## config.mk

```make
export PLATFORM = sky130hd
export DESIGN_NAME = fb_arbiter
export DESIGN_NICKNAME = d
export VERILOG_FILES = /design/src/rtl/gbvga_pkg.sv /design/src/rtl/fb_read_seq.sv /design/src/rtl/fb_arbiter.sv
export SDC_FILE = /design/constraint.sdc
export NUM_CORES = 1
export LEC_CHECK = 0
export ABC_AREA = 0
export ABC_CLOCK_PERIOD_IN_PS = 3200
export CAP_MARGIN = 10
export CORE_MARGIN = 5
export CORE_UTILIZATION = 54
export DETAILED_ROUTE_END_ITERATION = 8
export PLACE_DENSITY = 0.84
export SLEW_MARGIN = 20
export SYNTH_ARGS = -nofsm -noshare
export SYNTH_HDL_FRONTEND = slang
export SYNTH_SLANG_ARGS = --single-unit
```

## constraint.sdc

```tcl
create_clock -name clk -period 3.2 [get_ports clk]
set_clock_uncertainty 0.05 [all_clocks]
set_input_delay 0.64 -clock clk [delete_from_list [all_inputs] [get_ports clk]]
set_output_delay 0.64 -clock clk [all_outputs]
set_load 0.05 [all_outputs]
```

## src/rtl/gbvga_pkg.sv

```systemverilog
// gbvga_pkg: shared Game Boy framebuffer geometry, 800x600 scanout timing,
// arbiter state encoding and the read-pipeline slot bundle.
package gbvga_pkg;

  localparam int GB_W          = 160;
  localparam int GB_H          = 144;
  localparam int PIX_PER_WORD  = 4;
  localparam int WORDS_PER_ROW = GB_W / PIX_PER_WORD;
  localparam int FB_DEPTH      = GB_H * WORDS_PER_ROW;
  localparam int FB_AW         = 13;

  localparam int H_VIS        = 800;
  localparam int H_FP         = 40;
  localparam int H_SYNC       = 128;
  localparam int H_BP         = 88;
  localparam int H_TOTAL      = 1056;
  localparam int H_SYNC_START = H_VIS + H_FP;
  localparam int H_SYNC_END   = H_SYNC_START + H_SYNC;

  localparam int V_VIS        = 600;
  localparam int V_FP         = 1;
  localparam int V_SYNC       = 4;
  localparam int V_BP         = 23;
  localparam int V_TOTAL      = 628;
  localparam int V_SYNC_START = V_VIS + V_FP;
  localparam int V_SYNC_END   = V_SYNC_START + V_SYNC;

  typedef enum logic [1:0] {
    ARB_IDLE,
    ARB_FETCH,
    ARB_DRAIN
  } arb_state_e;

  typedef struct packed {
    logic       v;
    logic [5:0] idx;
  } rd_slot_t;

endpackage

```

## src/rtl/fb_read_seq.sv

```systemverilog
// fb_read_seq: row base, word counter and 2-deep read pipeline.
// In: clk, reset_n, start, row, issue, ram_rdata. Out: rd_addr, last, lb_*, fetch_done.
module fb_read_seq #(
  parameter int WORDS_PER_ROW = gbvga_pkg::WORDS_PER_ROW,
  parameter int FB_AW         = gbvga_pkg::FB_AW
) (
  input  logic             clk,
  input  logic             reset_n,
  input  logic             start,
  input  logic [7:0]       row,
  input  logic             issue,
  input  logic [7:0]       ram_rdata,
  output logic [FB_AW-1:0] rd_addr,
  output logic             last,
  output logic             lb_we,
  output logic [5:0]       lb_addr,
  output logic [7:0]       lb_data,
  output logic             fetch_done
);
  import gbvga_pkg::*;

  logic [FB_AW-1:0] base;
  logic [5:0]       word;
  rd_slot_t         s1;
  rd_slot_t         s2;

  assign rd_addr = base + FB_AW'(word);
  assign last    = (word == 6'(WORDS_PER_ROW - 1));

  always_ff @(posedge clk or negedge reset_n) begin
    if (!reset_n) begin
      base       <= '0;
      word       <= '0;
      s1         <= '0;
      s2         <= '0;
      lb_we      <= 1'b0;
      lb_addr    <= '0;
      lb_data    <= '0;
      fetch_done <= 1'b0;
    end else begin
      // row*40 as row*32 + row*8
      if (start) begin
        base <= (FB_AW'(row) << 5) + (FB_AW'(row) << 3);
        word <= '0;
      end else if (issue && !last) begin
        word <= word + 6'd1;
      end
      // s1: ram_addr on the bus, s2: ram_rdata valid
      s1    <= '{v: issue, idx: word};
      s2    <= s1;
      lb_we <= s2.v;
      if (s2.v) begin
        lb_addr <= s2.idx;
        lb_data <= ram_rdata;
      end
      fetch_done <= s2.v &&
        (s2.idx == 6'(WORDS_PER_ROW - 1));
    end
  end

endmodule

```

## src/rtl/fb_arbiter.sv

```systemverilog
// fb_arbiter: shares framebuffer RAM between scanout row fetch and capture writes.
// Ports: fetch_* control, lb_* line buffer, wr_* capture handshake, ram_* RAM port.
module fb_arbiter #(
  parameter int ROWS          = gbvga_pkg::GB_H,
  parameter int WORDS_PER_ROW = gbvga_pkg::WORDS_PER_ROW,
  parameter int FB_AW         = gbvga_pkg::FB_AW,
  parameter int WR_PERIOD     = 4
) (
  input  logic             clk,
  input  logic             reset_n,
  input  logic             fetch_req,
  input  logic [7:0]       fetch_row,
  output logic             fetch_busy,
  output logic             fetch_done,
  output logic             fetch_err,
  output logic             lb_we,
  output logic [5:0]       lb_addr,
  output logic [7:0]       lb_data,
  input  logic             wr_valid,
  output logic             wr_ready,
  input  logic [FB_AW-1:0] wr_addr,
  input  logic [7:0]       wr_data,
  output logic [FB_AW-1:0] ram_addr,
  output logic             ram_we,
  output logic [7:0]       ram_wdata,
  input  logic [7:0]       ram_rdata
);
  import gbvga_pkg::*;

  localparam int SW = (WR_PERIOD > 1) ? $clog2(WR_PERIOD) : 1;

  arb_state_e       state;
  logic [SW-1:0]    slot;
  logic             row_ok;
  logic             start;
  logic             wr_slot;
  logic             wr_hit;
  logic             rd_issue;
  logic             rd_last;
  logic [FB_AW-1:0] rd_addr;

  assign row_ok   = fetch_row < 8'(ROWS);
  assign start    = (state == ARB_IDLE) && fetch_req && row_ok;
  assign wr_slot  = (slot == SW'(WR_PERIOD - 1));
  assign rd_issue = (state == ARB_FETCH) && !(wr_slot && wr_valid);
  // out-of-range writes complete the handshake but never reach the RAM
  assign wr_hit   = wr_valid && wr_ready &&
                    (wr_addr < FB_AW'(ROWS * WORDS_PER_ROW));

  // fetch wins a same-cycle tie in IDLE
  always_comb begin
    wr_ready = 1'b0;
    unique case (1'b1)
      state == ARB_FETCH: wr_ready = wr_slot;
      state == ARB_DRAIN: wr_ready = 1'b1;
      default:            wr_ready = reset_n & ~fetch_req;
    endcase
  end

  always_ff @(posedge clk or negedge reset_n) begin
    if (!reset_n) begin
      state      <= ARB_IDLE;
      slot       <= '0;
      fetch_busy <= 1'b0;
      fetch_err  <= 1'b0;
      ram_addr   <= '0;
      ram_we     <= 1'b0;
      ram_wdata  <= '0;
    end else begin
      fetch_err <= fetch_req &&
        ((state != ARB_IDLE) || !row_ok);
      ram_we <= wr_hit;
      if (wr_hit) begin
        ram_addr  <= wr_addr;
        ram_wdata <= wr_data;
      end else if (rd_issue) begin
        ram_addr <= rd_addr;
      end
      unique case (state)
        ARB_IDLE: begin
          if (start) begin
            state      <= ARB_FETCH;
            slot       <= '0;
            fetch_busy <= 1'b1;
          end
        end
        ARB_FETCH: begin
          slot <= wr_slot ? '0 : slot + 1'b1;
          if (rd_issue && rd_last)
            state <= ARB_DRAIN;
        end
        ARB_DRAIN: begin
          if (fetch_done) begin
            state      <= ARB_IDLE;
            fetch_busy <= 1'b0;
          end
        end
        default: begin
          state      <= ARB_IDLE;
          fetch_busy <= 1'b0;
        end
      endcase
    end
  end

  fb_read_seq #(
    .WORDS_PER_ROW(WORDS_PER_ROW),
    .FB_AW        (FB_AW)
  ) u_seq (
    .clk       (clk),
    .reset_n   (reset_n),
    .start     (start),
    .row       (fetch_row),
    .issue     (rd_issue),
    .ram_rdata (ram_rdata),
    .rd_addr   (rd_addr),
    .last      (rd_last),
    .lb_we     (lb_we),
    .lb_addr   (lb_addr),
    .lb_data   (lb_data),
    .fetch_done(fetch_done)
  );

endmodule
```

==> impl_metrics.csv <==
group,metric,value,unit
die,die_h,91.05,um
die,core_area,6386,sq um
worst_setup_path,endpoint_kind,"output pin",
detailed_routing,routed.top_layer,"met4",
clocking,postCtsSetupBuffers,0,
clocking,cts.sinks,74,
synth,ys_types,55,
run_status,status,"finished clean",
timing,max_clock_freq,398.8,MHz
clocking,hold_buffers,0,
global_routing,grt_pass1_vias,2703,
timing,drv_slew,0,
finish,diodes,0,
detailed_routing,drt_wl_total,7.851,mm
synth,synth_top_area_cell,"dfrtp_1",
synth,netlist_instances,292,
finish,nets,435,
clocking,clkLatencyLatePin,0.34,ns
timing,rsz0062_at_grt,"no",
clocking,cts_resized,0,
pwr,power.density,1034,nW/um^2
synth,ys_warn_count,0,
clocking,clock-root-buffer,"clkbuf_8",
detailed_routing,met2_length,3.928,mm
worst_setup_path,cp.arrival,1.82,ns
detailed_routing,vias_per_cell,5.584,
detailed_routing,met1_length,3.354,mm
detailed_routing,first_pass_iters,4,
run,drv_cap,0,
die,std_cell_rows,29,
pwr,ir_worst_vdd,0.7678,mV
clocking,clk_pin_slew,0.08,ns
global_routing,grt_pass1_wl,13.39,mm
timing,finalCritPeriodShare,0.7836,
global_routing,grt_use_total,0.1992,
pwr,leakagePower,2.004,nW
clocking,htreeDepth,3,
synth,syn_nets,350,
global_routing,antenna_found_initial,0,
place,place_ws,0.3496,ns
synth,synth_seq_cells,74,
place,io_buffers,81,
worst_setup_path,cp-start-kind,"input port",
place,finalWeightedCongestion,0.8039,
clocking,cts_buffer_depth,2,
timing,setup_viol_count_final,0,
worst_setup_path,critical_path_class,"input port to output pin",
die,die_width,91.05,um
timing,tns,0,ns
synth,synthTopCellsByArea,"dfrtp_1 52%, mux2_4 5.9%, mux2_2 5.4%",
worst_hold_path,hp-class,"register to register",
finish,synthToLayoutAreaGrowth,29.63,%
global_routing,grt_max_degree,75,
synth,yosysTopAreaCellShare,0.5220,
die,dieArea,8290,sq um
timing,hold_viol,0,
die,initial_core_util,0.5554,
detailed_routing,met3_length,454,um
synth,async_reset_ff_frac,1.000,
timing,worst_slack,0.6925,ns
clocking,cts_tree,"built",
detailed_routing,detail-route-antenna-nets,0,
worst_setup_path,worstPathRequired,2.51,ns
global_routing,overflow,0,
synth,synth-edff-count,0,
detailed_routing,num_vias,2563,
detailed_routing,wl_per_cell,17.10,um
clocking,numCtsBuffers,9,
timing,period_needed,2.507,ns
synth,synthFlopType,"dfrtp_1",
synth,ys_top_cells_by_count,"74 x dfrtp_1, 20 x nand2_1, 20 x o21ai_0",
detailed_routing,drt-initial-drc-count,109,
synth,yosysSeqAreaShare,0.5220,
die,io_pins,82,
detailed_routing,drc,0,
synth,yosysMostFrequentCell,"dfrtp_1",
timing,slew_headroom,0.4059,
timing,worst_pin_slew,0.8911,ns
synth,avgSynthCellArea,12.15,sq um
synth,netlist_area,3547,sq um
finish,drive_gt1_frac,0.1623,
finish,n_fill_cell,450,
place,hpwl,6.075,mm
worst_setup_path,crit_path_max_fanout,7,
[where the power goes]
group	internal, mW	leakage (nW)	switching, mW	total [mW]
Clock	0.365	0.0998	0.355	0.720
Combinational	0.982	0.978	1.40	2.38
Sequential	1.33	0.927	0.324	1.66
[stage by stage]
step	utilization	total power, mW	hold slack (ns)	area, sq um	instances
floorplan	-	3.298	0.2812	3547	292
global placement	0.6885	3.994	0.2822	4397	443
detailed placement	0.6885	4.074	0.2858	4397	443
CTS	0.7200	4.792	0.3042	4598	459
global route	0.7200	5.032	0.3151	4598	459
finish	0.7200	4.753	0.3042	4598	459
[final cells by class]
class                      instances  area (sq um)  share of cell area
timing repair buffer              83         830.8              0.1807
inverter                          11         41.29            0.008980
clock buffer                       9         123.9             0.02694
sequential                        74          1852              0.4027
clock inverter                     7         77.57             0.01687
tap                               77         96.34             0.02095
multi-input combinational        198          1577              0.3429
[worst max-delay path, cell delays in order]
cell and delay, ns:
clkdlybuf4s50_1 0.49, nand2b_1 0.21, mux2i_4 0.29, buf_12 0.18
[sequential cells by signal, indices dropped and copies added, names as in the netlist]
name              cells
u_seq.word            6
u_seq.s2              7
fetch_busy            1
u_seq.s1              7
slot                  2
ram_we                1
fetch_err             1
ram_addr             13
u_seq.lb_addr         6
state                 2
u_seq.lb_data         8
ram_wdata             8
u_seq.base           10
u_seq.fetch_done      1
u_seq.lb_we           1
[routing by layer]
metal	global-route usage	vias to the layer above
met1	0.2500	1228
met5	0	-
met3	0.04793	12
li1	-	1241
met4	0.06968	0
met2	0.3365	82
[logic make-up (layout without fill, tap and decap cells)]
group           Yosys count  count (layout)  synth area share
compound gates           64              64            0.1252
xor+xnor                  5               5           0.01235
fa+ha+maj                17              17           0.06420
buf+inv                  20             110           0.03351
flops                    74              74            0.5220
mux                      38              38            0.1365
simple gates             74              74            0.1062
[worst paths after layout]
path / to / slack, ns / start / cells past startpoint
max: wr_ready / 0.69 / fetch_req / 4
min: u_seq.s2[0] / 0.30 / u_seq.s1[0] / 0
max reg2reg: ram_addr[6] / 0.85 / state[1] / 7
min reg2reg: u_seq.s2[0] / 0.30 / u_seq.s1[0] / 0
max in group asynchronous: u_seq.base[10] / 2.04 / reset_n / 2
min in group asynchronous: fetch_busy / 0.51 / reset_n / 2
[layout by cell type, fill, tap and decap left out, types with 4 or more instances in the layout]
cell	netlist	routed
nand4_1	8	8
ha_1	15	15
mux2i_1	6	6
inv_1	10	10
o21ai_0	20	20
nand3_1	6	6
or4_1	4	4
dfrtp_1	74	74
nand2_1	20	20
a31oi_1	7	7
clkbuf_8	0	9
nor2_1	17	17
mux2_2	17	17
mux2_4	14	14
a21oi_1	6	6
o31ai_1	5	5
clkdlybuf4s50_1	0	79
Power figures use the tool's default switching activity.
